### src/rtl/multicycle_fsm.sv
// Main control FSM of the multi-cycle RV32I core: sequences fetch/decode/execute/writeback,
// stalls on memory ready, traps on illegal opcodes and counts retired instructions.
module multicycle_fsm #(
  parameter int CNT_W = 32
) (
  input  logic             i_clk,
  input  logic             i_rst,
  input  logic [6:0]       i_operand,
  input  logic             i_zeroFlag,
  input  logic             i_memReady,
  output logic             o_irWriteEn,
  output logic             o_pcWriteEn,
  output logic             o_regWriteEn,
  output logic             o_memWriteEn,
  output logic             o_adrSel,
  output logic [1:0]       o_aluSrcASel,
  output logic [1:0]       o_aluSrcBSel,
  output logic [1:0]       o_aluOp,
  output logic [1:0]       o_resultSel,
  output logic             o_trap,
  output logic [3:0]       o_state,
  output logic [CNT_W-1:0] o_retiredCount
);

  localparam logic [6:0] OP_LW  = 7'b0000011;
  localparam logic [6:0] OP_SW  = 7'b0100011;
  localparam logic [6:0] OP_R   = 7'b0110011;
  localparam logic [6:0] OP_I   = 7'b0010011;
  localparam logic [6:0] OP_B   = 7'b1100011;
  localparam logic [6:0] OP_JAL = 7'b1101111;

  typedef enum logic [3:0] {
    S_FETCH    = 4'd0,
    S_DECODE   = 4'd1,
    S_MEMADR   = 4'd2,
    S_MEMREAD  = 4'd3,
    S_MEMWB    = 4'd4,
    S_MEMWRITE = 4'd5,
    S_EXECR    = 4'd6,
    S_EXECI    = 4'd7,
    S_ALUWB    = 4'd8,
    S_BEQ      = 4'd9,
    S_JAL      = 4'd10,
    S_TRAP     = 4'd11
  } state_t;

  state_t           state_q;
  state_t           state_next;
  logic             trap_q;
  logic [CNT_W-1:0] count_q;
  logic             retire;

  logic ir_we;
  logic pc_we;
  logic reg_we;
  logic mem_we;

  always_ff @(posedge i_clk) begin
    if (i_rst) begin
      state_q <= S_FETCH;
      trap_q  <= 1'b0;
      count_q <= '0;
    end else begin
      state_q <= state_next;
      if (state_next == S_TRAP) begin
        trap_q <= 1'b1;
      end
      if (retire) begin
        count_q <= count_q + CNT_W'(1);
      end
    end
  end

  always_comb begin
    state_next   = state_q;
    ir_we        = 1'b0;
    pc_we        = 1'b0;
    reg_we       = 1'b0;
    mem_we       = 1'b0;
    retire       = 1'b0;
    o_adrSel     = 1'b0;
    o_aluSrcASel = 2'b00;
    o_aluSrcBSel = 2'b00;
    o_aluOp      = 2'b00;
    o_resultSel  = 2'b00;
    case (state_q)
      S_FETCH: begin
        o_aluSrcBSel = 2'b10;
        o_resultSel  = 2'b10;
        if (i_memReady) begin
          ir_we      = 1'b1;
          pc_we      = 1'b1;
          state_next = S_DECODE;
        end
      end
      S_DECODE: begin
        // ALU precomputes oldPC + imm here as the branch/JAL target
        o_aluSrcASel = 2'b01;
        o_aluSrcBSel = 2'b01;
        case (i_operand)
          OP_LW, OP_SW: state_next = S_MEMADR;
          OP_R:         state_next = S_EXECR;
          OP_I:         state_next = S_EXECI;
          OP_B:         state_next = S_BEQ;
          OP_JAL:       state_next = S_JAL;
          default:      state_next = S_TRAP;
        endcase
      end
      S_MEMADR: begin
        o_aluSrcASel = 2'b10;
        o_aluSrcBSel = 2'b01;
        state_next   = (i_operand == OP_SW) ? S_MEMWRITE : S_MEMREAD;
      end
      S_MEMREAD: begin
        o_adrSel = 1'b1;
        if (i_memReady) begin
          state_next = S_MEMWB;
        end
      end
      S_MEMWB: begin
        o_resultSel = 2'b01;
        reg_we      = 1'b1;
        retire      = 1'b1;
        state_next  = S_FETCH;
      end
      S_MEMWRITE: begin
        o_adrSel = 1'b1;
        mem_we   = 1'b1;
        if (i_memReady) begin
          retire     = 1'b1;
          state_next = S_FETCH;
        end
      end
      S_EXECR: begin
        o_aluSrcASel = 2'b10;
        o_aluOp      = 2'b10;
        state_next   = S_ALUWB;
      end
      S_EXECI: begin
        o_aluSrcASel = 2'b10;
        o_aluSrcBSel = 2'b01;
        o_aluOp      = 2'b10;
        state_next   = S_ALUWB;
      end
      S_ALUWB: begin
        reg_we     = 1'b1;
        retire     = 1'b1;
        state_next = S_FETCH;
      end
      S_JAL: begin
        // PC takes the target from ALUOut while the ALU forms the link value oldPC + 4
        o_aluSrcASel = 2'b01;
        o_aluSrcBSel = 2'b10;
        pc_we        = 1'b1;
        state_next   = S_ALUWB;
      end
      S_BEQ: begin
        o_aluSrcASel = 2'b10;
        o_aluOp      = 2'b01;
        pc_we        = i_zeroFlag;
        retire       = 1'b1;
        state_next   = S_FETCH;
      end
      S_TRAP: begin
        state_next = S_TRAP;
      end
      default: begin
        state_next = S_FETCH;
      end
    endcase
  end

  // Reset overrides everything combinationally so no write escapes on the reset edge
  assign o_irWriteEn    = ir_we  & ~i_rst;
  assign o_pcWriteEn    = pc_we  & ~i_rst;
  assign o_regWriteEn   = reg_we & ~i_rst;
  assign o_memWriteEn   = mem_we & ~i_rst;
  assign o_trap         = trap_q;
  assign o_state        = state_q;
  assign o_retiredCount = count_q;

  trap_sticky: assert property (@(posedge i_clk) disable iff (i_rst) trap_q |=> trap_q);
  memwrite_only_in_state: assert property (@(posedge i_clk)
    o_memWriteEn |-> (state_q == S_MEMWRITE));

endmodule
### config.mk
export PLATFORM = sky130hd
export DESIGN_NAME = multicycle_fsm
export DESIGN_NICKNAME = d
export VERILOG_FILES = /design/src/rtl/multicycle_fsm.sv
export SDC_FILE = /design/constraint.sdc
export NUM_CORES = 1
export LEC_CHECK = 0
export ABC_AREA = 1
export CORE_MARGIN = 2
export CORE_UTILIZATION = 50
export CTS_CLUSTER_DIAMETER = 40
export CTS_CLUSTER_SIZE = 24
export DETAILED_ROUTE_END_ITERATION = 12
export MAX_ROUTING_LAYER = met4
export PLACE_DENSITY = 0.88
export SETUP_SLACK_MARGIN = 0.2
export SLEW_MARGIN = 5
export SYNTH_ARGS = -nofsm -noshare
export SYNTH_HDL_FRONTEND = slang
export SYNTH_SLANG_ARGS = --single-unit
### constraint.sdc
create_clock -name i_clk -period 1.9 [get_ports i_clk]
set_input_delay 0.19 -clock i_clk [delete_from_list [all_inputs] [get_ports i_clk]]
set_output_delay 0.19 -clock i_clk [all_outputs]
set_load 0.005 [all_outputs]
# After elaboration in Yosys (flattened, before gate mapping)

Cells that the tools add are included.
Widths: inputs -> output; s select.

Add/sub/neg operators: 1
Reduce and logical (&&, ||, !) cells: 11
Equality and inequality tests: 18
Bitwise operators: 5
Mux-type cells: 17

Operators with widths:

| kind                  | number |
|---|---|
| $add 32x1->32 const B | 1 |
| $pmux 4 s7            | 1 |
| $eq 4x4->1 const B    | 5 |
| $pmux 4 s5            | 1 |
| $eq 4x3->1 const B    | 4 |
| $pmux 2 s2            | 4 |
| $eq 7x6->1 const B    | 2 |
| $eq 7x7->1 const B    | 2 |
| $mux 4                | 3 |
| $reduce_or 2->1       | 6 |
| $reduce_or 3->1       | 3 |
| $eq 4x2->1 const B    | 2 |
| $eq 7x2->1 const B    | 1 |
| $eq 7x5->1 const B    | 1 |
| $mux 1                | 5 |
| $and 1x1->1           | 4 |
| $eq 4x1->1 const B    | 1 |
| $logic_not 4->1       | 1 |
| $reduce_or 4->1       | 1 |
| $mux 3                | 1 |
| $pmux 1 s3            | 1 |
| $pmux 1 s2            | 1 |
| $not 1->1             | 1 |

Output and inout bits: 50
Bits in registers: 37
Word-level logic and storage cells: 55
Input port bits: 11

# Depth between registers and ports, before layout

Gate-level depths: netlist (run 1).

Word-level depth: 5
Gate-level depth with buffers: 10
Gate-level depth less buffers: 10

# Worst setup path before layout (run 1)

No wires, ideal clock.

Path kind: flip-flop to flip-flop
From: reg count_q[0], in the netlist o_retiredCount[0]
To: reg count_q[26], in the netlist o_retiredCount[26]
Data arrival time: 1.316 ns
Library setup time: 0.132 ns
Data required time: 1.768 ns
Path buffers: 0
Setup slack: 0.452 ns
Cell stages (with the launch flop): 11
Cell sequence: dfxtp_1 ha_1 inv_1 nor2_1 nand2_1 nor2_4 nand2_1 nand2_1 nand2_1 nand2_1 a21oi_1

Longest elaborated chain between the ends: 1

Ends and longest elaborated chain:

| item                   | line | source |
|---|---|---|
| from (decl)            | 50   | `logic [CNT_W-1:0] count_q;` |
| from (signal assigned) | 69   | `count_q <= count_q + CNT_W'(1);` |
| $add 32x1->32          | 69   |  |

No other way between the ends.
A chain may end at the register's enable or synchronous reset.

# Final worst setup path (run 1)

From: reg state_q[2], in the netlist o_state[2]
To: out o_aluSrcASel[0]

Longest elaborated chain between the ends: 3
Elaborated cells on any way between the ends: 9
Classes of those cells: eq/ne: 6; mux: 1; reduce/logical: 2

Ends and longest elaborated chain:

| item                                                                | line | source |
|---|---|---|
| from (decl)                                                         | 47   | `state_t state_q;` |
| from (signal assigned)                                              | 64   | `state_q <= state_next;` |
| $eq 4x3->1 (tied with other cells)                                  | 86   | `case (state_q)` |
| $reduce_or 4->1 (no source line) or $reduce_or 2->1 (tied branches) | -    |  |
| $pmux 2 s2 *                                                        | 86   |  |
| to (decl)                                                           | 16   | `output logic [1:0] o_aluSrcASel,` |

Mark *: on every way between the ends. The rest lies on a longest branch, timed or not.

==> results of run 1 <==
## final cells by class
| cell class | count | share of cell area, % |
|---|---|---|
| clock buffer | 7 | 2.645 |
| tap | 67 | 2.568 |
| inverter | 54 | 6.363 |
| timing repair buffer | 64 | 19.39 |
| sequential | 37 | 23.04 |
| timing repair inverter | 1 | 0.1533 |
| multi-input combinational | 333 | 45.84 |
## power by group through the flow
stage / sequential, mW / combinational, mW / clock (mW)
floorplan: 0.888 / 0.556 / 0
global placement: 0.888 / 0.952 / 0
detailed placement: 0.890 / 0.970 / 0
CTS: 0.886 / 0.977 / 0.565
global route: 0.909 / 1.12 / 0.591
finish: 0.901 / 1.04 / 0.556
## metal layers
| layer | global-route usage (%) | up-vias |
|---|---|---|
| li1 | - | 1458 |
| met1 | 31.37 | 1259 |
| met2 | 42.56 | 105 |
| met3 | 4.472 | 23 |
| met4 | 7.937 | 0 |
| met5 | - | - |
## timing repair
item | in CTS | in global routing
pin swaps | 2 | 2
setup endpoints to repair | 13 | 32
setup buffers | 1 | 0
hold buffers | 0 | 0
resized for setup | 18 | 19
gates cloned | 0 | 1
## registers in the layout, indices dropped and copies added (netlist names)
register        flops
o_state             4
o_retiredCount     32
o_trap              1
## cells in the mapped netlist, drive strengths merged, types with 3 or more instances
cell type | number | area share, %
o21ai | 9 | 1.8
nand3 | 23 | 4.9
xor2 | 9 | 3.2
dfxtp | 37 | 30
inv | 54 | 8.2
nand4 | 7 | 1.8
nor2 | 77 | 13
buf | 6 | 2.0
clkbuf | 4 | 0.61
nand2 | 172 | 26
a21oi | 26 | 5.3
nor3 | 3 | 0.81
## cells in the final DEF (no fill, tap or decap), types with 7 or more instances in the layout
cell / instances
nand2_1: 167
nor2_1: 68
clkdlybuf4s50_1: 52
inv_1: 48
dfxtp_1: 32
a21oi_1: 26
nand3_1: 22
xor2_1: 9
nand4_1: 7
## path summary, 6_finish.rpt
kind | start | slack [ns] | cells after the start | endpoint
setup / recovery | o_state[2]$_SDFF_PP0_ | 0.08 | 6 | o_aluSrcASel[0]
hold / removal | o_retiredCount[0]$_SDFFE_PP0P_ | 0.46 | 1 | o_retiredCount[0]$_SDFFE_PP0P_
setup reg to reg | o_state[1]$_SDFF_PP0_ | 0.32 | 9 | o_retiredCount[9]$_SDFFE_PP0P_
hold reg to reg | o_retiredCount[0]$_SDFFE_PP0P_ | 0.46 | 1 | o_retiredCount[0]$_SDFFE_PP0P_
## kinds of logic after synthesis
kind of cell,synth area share (%)
flip-flops,30.05
AND/OR/NAND/NOR,46.80
AO/OA/AOI/OAI,8.224
XOR/XNOR,3.554
adder cells (fa/ha/maj),0.5075
buffers and inverters,10.86
## per-stage QoR
step	setup slack, ns	hold slack [ns]	utilization (%)	total power, mW
2_1_floorplan	0.4521	0.4320	-	1.444
3_3_place_gp	0.1387	0.4534	66.04	1.840
3_5_place_dp	0.09710	0.4567	66.04	1.860
4_1_cts	0.06351	0.4719	68.11	2.428
5_1_grt	0.01882	0.4849	69.11	2.625
6_report	0.07898	0.4590	69.11	2.494
==> summary.md, run 1 <==
| Metric | Value |
|---|---|
| Status | `complete, no violations` |
| Synth cell types | `28` |
| Nets | `508` |
| Final WL | `6.784 mm` |
| WL/cell | `approximately 12 microns` |
| Leakage | `~1.3 nW` |
| Multi-input gate area | `~1500 sq um` |
| Die H | `74.21 microns` |
| # rows | `25` |
| TritonCTS clock tree | `done` |
| Internal power | `roughly 1.6 mW` |
| Crit-path max FO | `6` |
| Logic pwr share | `41.6%` |
| Hpwl dp | `~5.1 mm` |
| Placed insts | `554` |
| Crit path cell chain | `nor2_4 > inv_2 > nor2_4 > inv_2 > nand2_1 > clkdlybuf4s50_1` |
| Hold Fails Final Rpt | `0` |
| Routed Antenna Nets | `0` |
| First DRT Iteration DRCs | `187` |
| FF/Latch Area | `around 750 sq um` |
| Root Buffer Master | `clkbuf_8` |
| Worst Setup Start Kind | `flip-flop` |
| Pwr Density | `763.9 nW/um^2` |
| Clock share of power | `22.3%` |
| Final cell count without fillers | `between 500 and 600` |
| Worst-Skew Late Latency | `0.29 ns` |
| Seq pwr share | `between 30 and 40%` |
| CTS Sinks | `37` |
| Io pins | `61` |
| Die ar. | `5507 sq um` |
| H-tree depth | `2` |
| Routability congestion estimate | `between 0.9 and 1` |
| TNS Setup | `0 ns` |
| Critical path class | `reg2out` |
| Core Box Area | `~4700 sq um` |
| Syn nets | `446` |
| FFs w/ async S/R, synth | `0%` |
| All-Layer GR Usage | `25.48%` |
| Number of global-route vias before repair | `approximately 2500` |
| First-pass GRT wire length | `10.66 mm` |
| Area of placed instances | `3119 sq um` |
| Routed length on met2 | `approximately 3.2 mm` |
| Crit-path slowest cell | `clkdlybuf4s50_1` |
| Post-route minimum period | `approximately 1.8 ns` |
| Wl on met1 | `between 2 and 3 mm` |
| CP delay by family, top | `buffers and inverters` |
| Max_cap viols | `0` |
| Setup violations, final | `0` |
| Synth-to-layout area growth | `32.44%` |
| Vias per std cell | `5.053` |
| Sequential area share after synthesis | `between 30% and 40%` |
| Max Clk Rate | `0.5491 GHz` |
| Rel. slew slack | `between 70% and 80%` |
| Number of synthesized flops with an enable pin | `0` |
| Synthesized cell area | `between 2000 and 2500 sq um` |
| Initial antenna violation count | `0` |
| CTS clk-pin slew, worst paths | `0.07 ns` |
| Grt total ovfl | `0` |
| Peak supply drop | `approximately 0.7 mV` |
| I/O Buffers | `60` |
| Seq cells post-synth | `37` |
| Avg Cell Area, Syn | `roughly 5.7 sq um` |
| DRC viols | `0` |
| 1st-pass router iterations | `6` |
| P_sw | `roughly 920 uW` |
| Post-Syn Instances | `~430` |
| YS warnings | `0` |
| Max incr delay on CP | `0.49 ns` |
| Final Max Slew Viols | `0` |
| Crit path capture type | `output port` |
| Largest net degree at the start of global routing | `31` |
| Initial Utilization | `between 50% and 60%` |
| Hold WC Path Type | `reg2reg` |
| RSZ-0062 raised after global routing | `true` |
| Fillers | `417` |
| Clock Tree Buf Depth | `2` |
| Via count | `between 2000 and 3000` |
| Critical Path AT | `approximately 1.6 ns` |
| Total CTS buffers | `5` |
| Sw Share | `between 30% and 40%` |
| Layout cell share with drive strength beyond 1 | `about 8%` |
| Fin area | `between 3000 and 4000 sq um` |
| Worst-Margin Slew | `between 0.3 and 0.4 ns` |
| Die X | `74.21 microns` |
| Tcrit/Tclk final | `~96%` |
| # diodes | `0` |
| Final setup skew | `slightly above 0.007 ns` |
| CP bufs+invs | `3` |
| Wire length on met3 | `422 microns` |
| Crit path required time | `1.71 ns` |
| Most used DFF post-synth | `dfxtp_1` |
| Top Metal Used | `met4` |
Power figures use the tool's default switching activity.
==> run 2, diff against run 1 <==
ABC_CLOCK_PERIOD_IN_PS = 1900   (was default)
==> results of run 2 <==
Same layout as run 1: the final DEF is identical, and so are final timing and power.
